==> src/rtl/mproc_gen_if.sv <==
// Instruction-fetch bus between mproc_gen (master) and instruction memory (slave).
interface mproc_gen_if #(
  parameter int AW = 16
);
  logic [AW-1:0] addr;
  logic [15:0]   ins;
  logic          ins_valid;

  modport master (output addr, input ins, input ins_valid);
  modport slave  (input addr, output ins, output ins_valid);
endinterface

==> src/rtl/mproc_gen.sv <==
// Multi-cycle FETCH/EXEC core with 8-entry register file, Z/C flags and HALT.
// Define MPROC_GEN_BRANCH_EN to implement JMP/BZ; otherwise they decode as NOP.
module mproc_gen #(
  parameter int DW = 16,
  parameter int AW = 16
) (
  input  logic          clk,
  input  logic          reset,
  mproc_gen_if.master   bus,
  output logic          halted,
  output logic          flag_z,
  output logic          flag_c,
  input  logic [2:0]    dbg_sel,
  output logic [DW-1:0] dbg_data
);

  typedef enum logic [1:0] {
    S_FETCH,
    S_EXEC,
    S_HALT
  } state_t;

  typedef enum logic [4:0] {
    OP_ALU  = 5'b00000,
    OP_LDI  = 5'b00001,
    OP_JMP  = 5'b00010,
    OP_BZ   = 5'b00011,
    OP_HALT = 5'b11111
  } opcode_t;

  typedef enum logic [1:0] {
    ALU_ADD = 2'b00,
    ALU_SUB = 2'b01,
    ALU_AND = 2'b10,
    ALU_OR  = 2'b11
  } alu_op_t;

  state_t        state;
  logic [AW-1:0] pc;
  logic [15:0]   ir;
  logic [DW-1:0] rf [8];

  opcode_t       opcode;
  alu_op_t       alu_op;
  logic [2:0]    wr, rb, ra;
  logic [DW-1:0] a, b, b_eff, imm_ext, alu_res;
  logic [DW:0]   sum;
  logic          alu_carry;
  logic [AW-1:0] pc_inc, pc_next;

  assign bus.addr = pc;
  assign dbg_data = rf[dbg_sel];

  always_comb begin
    opcode  = opcode_t'(ir[15:11]);
    alu_op  = alu_op_t'(ir[10:9]);
    wr      = ir[8:6];
    rb      = ir[5:3];
    ra      = ir[2:0];
    a       = rf[ra];
    b       = rf[rb];
    imm_ext = '0;
    imm_ext[5:0] = ir[5:0];

    // Subtract as a + ~b + 1 so C is the carry-out (1 = no borrow).
    b_eff = (alu_op == ALU_SUB) ? ~b : b;
    sum   = {1'b0, a} + {1'b0, b_eff} + {{DW{1'b0}}, (alu_op == ALU_SUB)};

    alu_res   = '0;
    alu_carry = 1'b0;
    unique case (alu_op)
      ALU_ADD, ALU_SUB: begin
        alu_res   = sum[DW-1:0];
        alu_carry = sum[DW];
      end
      ALU_AND: alu_res = a & b;
      ALU_OR:  alu_res = a | b;
      default: alu_res = '0;
    endcase
  end

`ifdef MPROC_GEN_BRANCH_EN
  logic [AW-1:0] target;

  always_comb begin
    target = '0;
    target[10:0] = ir[10:0];
    pc_inc = pc + {{(AW-1){1'b0}}, 1'b1};
    pc_next = pc_inc;
    if (opcode == OP_JMP) begin
      pc_next = target;
    end else if (opcode == OP_BZ && flag_z) begin
      pc_next = target;
    end
  end
`else
  always_comb begin
    pc_inc  = pc + {{(AW-1){1'b0}}, 1'b1};
    pc_next = pc_inc;
  end
`endif

  always_ff @(posedge clk or negedge reset) begin
    if (!reset) begin
      state  <= S_FETCH;
      pc     <= '0;
      ir     <= '0;
      flag_z <= 1'b0;
      flag_c <= 1'b0;
      halted <= 1'b0;
      for (int unsigned i = 0; i < 8; i++) begin
        rf[i] <= '0;
      end
    end else begin
      unique case (state)
        S_FETCH: begin
          if (bus.ins_valid) begin
            ir    <= bus.ins;
            state <= S_EXEC;
          end
        end
        S_EXEC: begin
          state <= S_FETCH;
          // HALT keeps PC on its own address; every other opcode advances via pc_next.
          unique case (opcode)
            OP_ALU: begin
              rf[wr] <= alu_res;
              flag_z <= (alu_res == '0);
              flag_c <= alu_carry;
              pc     <= pc_next;
            end
            OP_LDI: begin
              rf[wr] <= imm_ext;
              flag_z <= (imm_ext == '0);
              flag_c <= 1'b0;
              pc     <= pc_next;
            end
            OP_HALT: begin
              state  <= S_HALT;
              halted <= 1'b1;
            end
            default: pc <= pc_next;
          endcase
        end
        S_HALT: state <= S_HALT;
        default: state <= S_FETCH;
      endcase
    end
  end

endmodule
==> src/flat_wrapper.sv <==
// flat-port wrapper written by rule: the top's interface ports become plain ports
module mproc_gen_flat 
#(
  parameter int DW = 16,
  parameter int AW = 16
)
  (clk, reset, halted, flag_z, flag_c, dbg_sel, dbg_data, bus_addr, bus_ins, bus_ins_valid);
  mproc_gen_if #(.AW(AW)) bus_i ();
  input  logic clk;
  input  logic reset;
  output logic halted;
  output logic flag_z;
  output logic flag_c;
  input  logic [2:0] dbg_sel;
  output logic [DW-1:0] dbg_data;
  output wire logic [$bits(bus_i.addr)-1:0] bus_addr;
  input wire logic [$bits(bus_i.ins)-1:0] bus_ins;
  input wire logic [$bits(bus_i.ins_valid)-1:0] bus_ins_valid;
  assign bus_addr = bus_i.addr;
  assign bus_i.ins = bus_ins;
  assign bus_i.ins_valid = bus_ins_valid;
  mproc_gen #(.DW(DW), .AW(AW)) u_core (.clk(clk), .reset(reset), .bus(bus_i), .halted(halted), .flag_z(flag_z), .flag_c(flag_c), .dbg_sel(dbg_sel), .dbg_data(dbg_data));
endmodule
==> config.mk <==
export PLATFORM = sky130hd
export DESIGN_NAME = mproc_gen_flat
export DESIGN_NICKNAME = d
export VERILOG_FILES = /design/src/rtl/mproc_gen_if.sv /design/src/rtl/mproc_gen.sv /design/src/flat_wrapper.sv
export SDC_FILE = /design/constraint.sdc
export NUM_CORES = 1
export LEC_CHECK = 0
export CORE_ASPECT_RATIO = 1.2
export CORE_UTILIZATION = 40
export DETAILED_ROUTE_END_ITERATION = 8
export SKIP_CTS_REPAIR_TIMING = 1
export SYNTH_ARGS = -nofsm -noshare
export SYNTH_HDL_FRONTEND = slang
export SYNTH_SLANG_ARGS = --single-unit
==> constraint.sdc <==
create_clock -name clk -period 8.05 [get_ports clk]
set_input_delay 1.61 -clock clk [delete_from_list [all_inputs] [get_ports clk]]
set_output_delay 1.61 -clock clk [all_outputs]
set_load 0.005 [all_outputs]
==> reports/qor.csv <==
metric,value,unit
first_pass_iters,5,
syn_nets,966,
rsz0062_at_grt,no,
crit_path_start_kind,flop,
synth.avg_cell_area,11.6,um2
synth.top_cells.by_area,"dfrtp_1 39%, mux4_2 17%, mux2_2 10%, nand2_1 3.9%, mux2i_1 3.3%",
cts_tree,done,
drive_gt1_share,26.6,%
antenna_found_initial,0,
design_power_total,3.83,mW
max-cap-violations,0,
dpl-instance-area,0.0116,mm2
maxSlewViolCount,0,
criticalPathCategory,reg2reg,
slowest_delay,920,ps
num_rows,65,
worst_max_slew_margin_expressed_relative_to_the_limit,23.6,%
yosys.area.top_type_share,38.5,%
synth_edf_count,0,
core_area,0.0264,mm2
finalInstanceArea,0.0122,mm2
outcome,"complete, no violations",
grt_start_max_net_pins,90,
yosys.cell_types.count,71,
clock_skew,7.74,ps
synth-seq-cells,165,
aggregate_global_routing_overflow,0,
clk_latency,440,ps
n_antenna_cell,0,
worstPathCellList,nor2b_1 -> a22oi_1 -> o21ai_0 -> xnor2_1 -> inv_1 -> fa_1 -> nor2b_1 -> o21bai_1 -> a211oi_1 -> nor2_1 -> o21a_1 -> o211a_1 -> a311oi_2 -> nor2_1 -> mux2_2,
post_synth_instance_area,0.0107,mm2
path_max_fanout,17,
clock_tree.htree_level_count,4,
tns,0,ps
clock.fmax,184,MHz
dieArea,0.0275,mm2
sum_of_buffers_and_inverters_on_the_critical_path,1,
worstMarginPinSlew,1140,ps
detailroute.via_count,7841,
clockRootBuffer,clkbuf_16,
path_delay_family,compound AO/OA/AOI/OAI gates,
portBuffers,56,
initialDrtViolationCount,589,
post_synth_inst_count,927,
synth_top_flop_cell,dfrtp_1,
ys.warnings.count,0,
clock_sink_count,165,
wl_per_cell,22.8,um
cts-root-to-sink-buffers,2,
gp_congestion,0.939,
grt_pass1_vias,7935,
final_net_count,998,
cpMaxStageDelayCell,dfrtp_1,
ir_drop,0.186,mV
via_density,6.00,
layout_worst_path_cycle_share,67.7,%
cts_made_buffers,17,
grt_use_total,23.3,%
report.final.hold_viol_count,0,
dp.final_hpwl,19400,um
worstHoldPathType,reg2reg,
synth_top_area_cell,dfrtp_1,
drtAntennaViolNets,0,
cp.arrival,5770,ps
num_io_pins,57,
period_needed,5450,ps
die_x,151,um
yosysSeqAreaShare,38.5,%
initial_utilization,40.7,%
crit_required,8380,ps
power.density_cell_area,314,mW/mm2
finalWirelength,29800,um
grt_first_pass_wirelength,47300,um
setup_violations,0,
flow.area_growth_from_synthesis,13.5,%
synth_async_sr_flop_share,100,%
drc_errors,0,
fillerInstances,2454,
die-height,181,um
clock_slew_seen_by_the_registers_of_the_worst_setup_and_hold_paths,70,ps
power.leakage,5.18,nW
critical_path.endpoint_type,flop,
-- final timing paths --
kind | slack [ps] | end | depth (start not counted) | start
setup / recovery | 2600 | u_core.rf[62] | 15 | u_core.ir[4]
hold / removal | 470 | u_core.halted | 1 | u_core.halted
setup reg to reg | 2600 | u_core.rf[62] | 15 | u_core.ir[4]
hold reg to reg | 470 | u_core.halted | 1 | u_core.halted
max in group asynchronous | 5230 | u_core.ir[0] | 2 | reset
min in group asynchronous | 1220 | u_core.halted | 1 | reset
-- routing by layer --
metal	global-route usage (%)	up-vias	routed length (um)
li1	-	3558	-
met1	31.0	4019	12800
met2	38.2	220	14900
met5	0	-	0
met4	8.60	0	820
met3	3.46	44	1230
-- Yosys cell counts (5+ instances only) --
cell type,number
buf_4,6
clkbuf_1,34
and3_1,7
mux2i_1,35
nor2_1,62
o31ai_1,39
xor2_1,7
o21ai_0,33
nor3_1,7
nand2_1,112
buf_2,8
o21a_1,7
mux2_2,97
inv_1,8
nor2b_1,7
xnor2_1,32
nand3_1,7
buf_1,15
ha_1,16
a221oi_1,11
nand4_1,6
dfrtp_1,165
a21oi_1,34
maj3_1,7
and2_1,5
mux4_2,81
a21o_1,5
-- cell type report --
class                   instances  area (um2)  area share (%)
multi-input cells             684        6260            51.4
flip-flops and latches        165        4130            34.0
repair buffers                 80         737            6.06
clock buffers                  22         454            3.73
well taps                     335         419            3.45
clock inverters                10         124            1.02
inverters                      11        41.3           0.339
-- worst reg2reg max path, stage by stage, from the launching register on --
cell	delay, ps
dfrtp_1	920
nor2b_1	920
a22oi_1	170
o21ai_0	240
xnor2_1	210
inv_1	80
fa_1	380
nor2b_1	290
o21bai_1	110
a211oi_1	270
nor2_1	150
o21a_1	220
o211a_1	220
a311oi_2	610
nor2_1	220
mux2_2	310
-- per-stage QoR --
stage | worst slack (ps) | hold slack (ps) | cells | utilization (%)
2_1_floorplan | 3240 | 459 | 927 | -
3_3_place_gp | 2690 | 452 | 1275 | 44.0
3_5_place_dp | 2690 | 453 | 1275 | 44.0
4_1_cts | 2680 | 470 | 1307 | 46.2
5_1_grt | 2440 | 501 | 1307 | 46.2
6_report | 2600 | 467 | 1307 | 46.2
-- where the power goes --
part | internal, mW | total [mW] | leakage, nW | switching, mW
sequential | 1.02 | 1.26 | 2.23 | 0.241
clock | 0.468 | 0.818 | 0.275 | 0.350
combinational | 0.810 | 1.74 | 2.68 | 0.933
-- cell families after synthesis --
kind of cell / after synthesis / share of synthesized area, %
buffers and inverters: 78 / 3.31
AND/OR/NAND/NOR: 233 / 9.76
AO/OA/AOI/OAI: 168 / 11.0
multiplexers: 219 / 31.4
XOR/XNOR: 39 / 3.19
adder cells (fa/ha/maj): 25 / 2.81
flip-flops: 165 / 38.5
-- flip-flops by register name (all words and copies together) (netlist names) --
signal,flops
u_core.bus.addr,16
u_core.flag_c,1
u_core.flag_z,1
u_core.halted,1
u_core.ir,16
u_core.rf,128
u_core.state,2
-- placed cells by master, fill, tap and decap left out, types with 11 or more instances in the layout --
master           instances
xnor2_1                 32
nor2_1                  62
dfrtp_1                163
mux2_2                  97
clkdlybuf4s50_1         54
a21oi_1                 34
mux4_2                  81
clkbuf_16               17
nand2_1                112
a221oi_1                11
buf_4                   24
ha_1                    16
mux2i_1                 35
o31ai_1                 39
o21ai_0                 33
No activity file was read; power rests on OpenSTA's default activity.
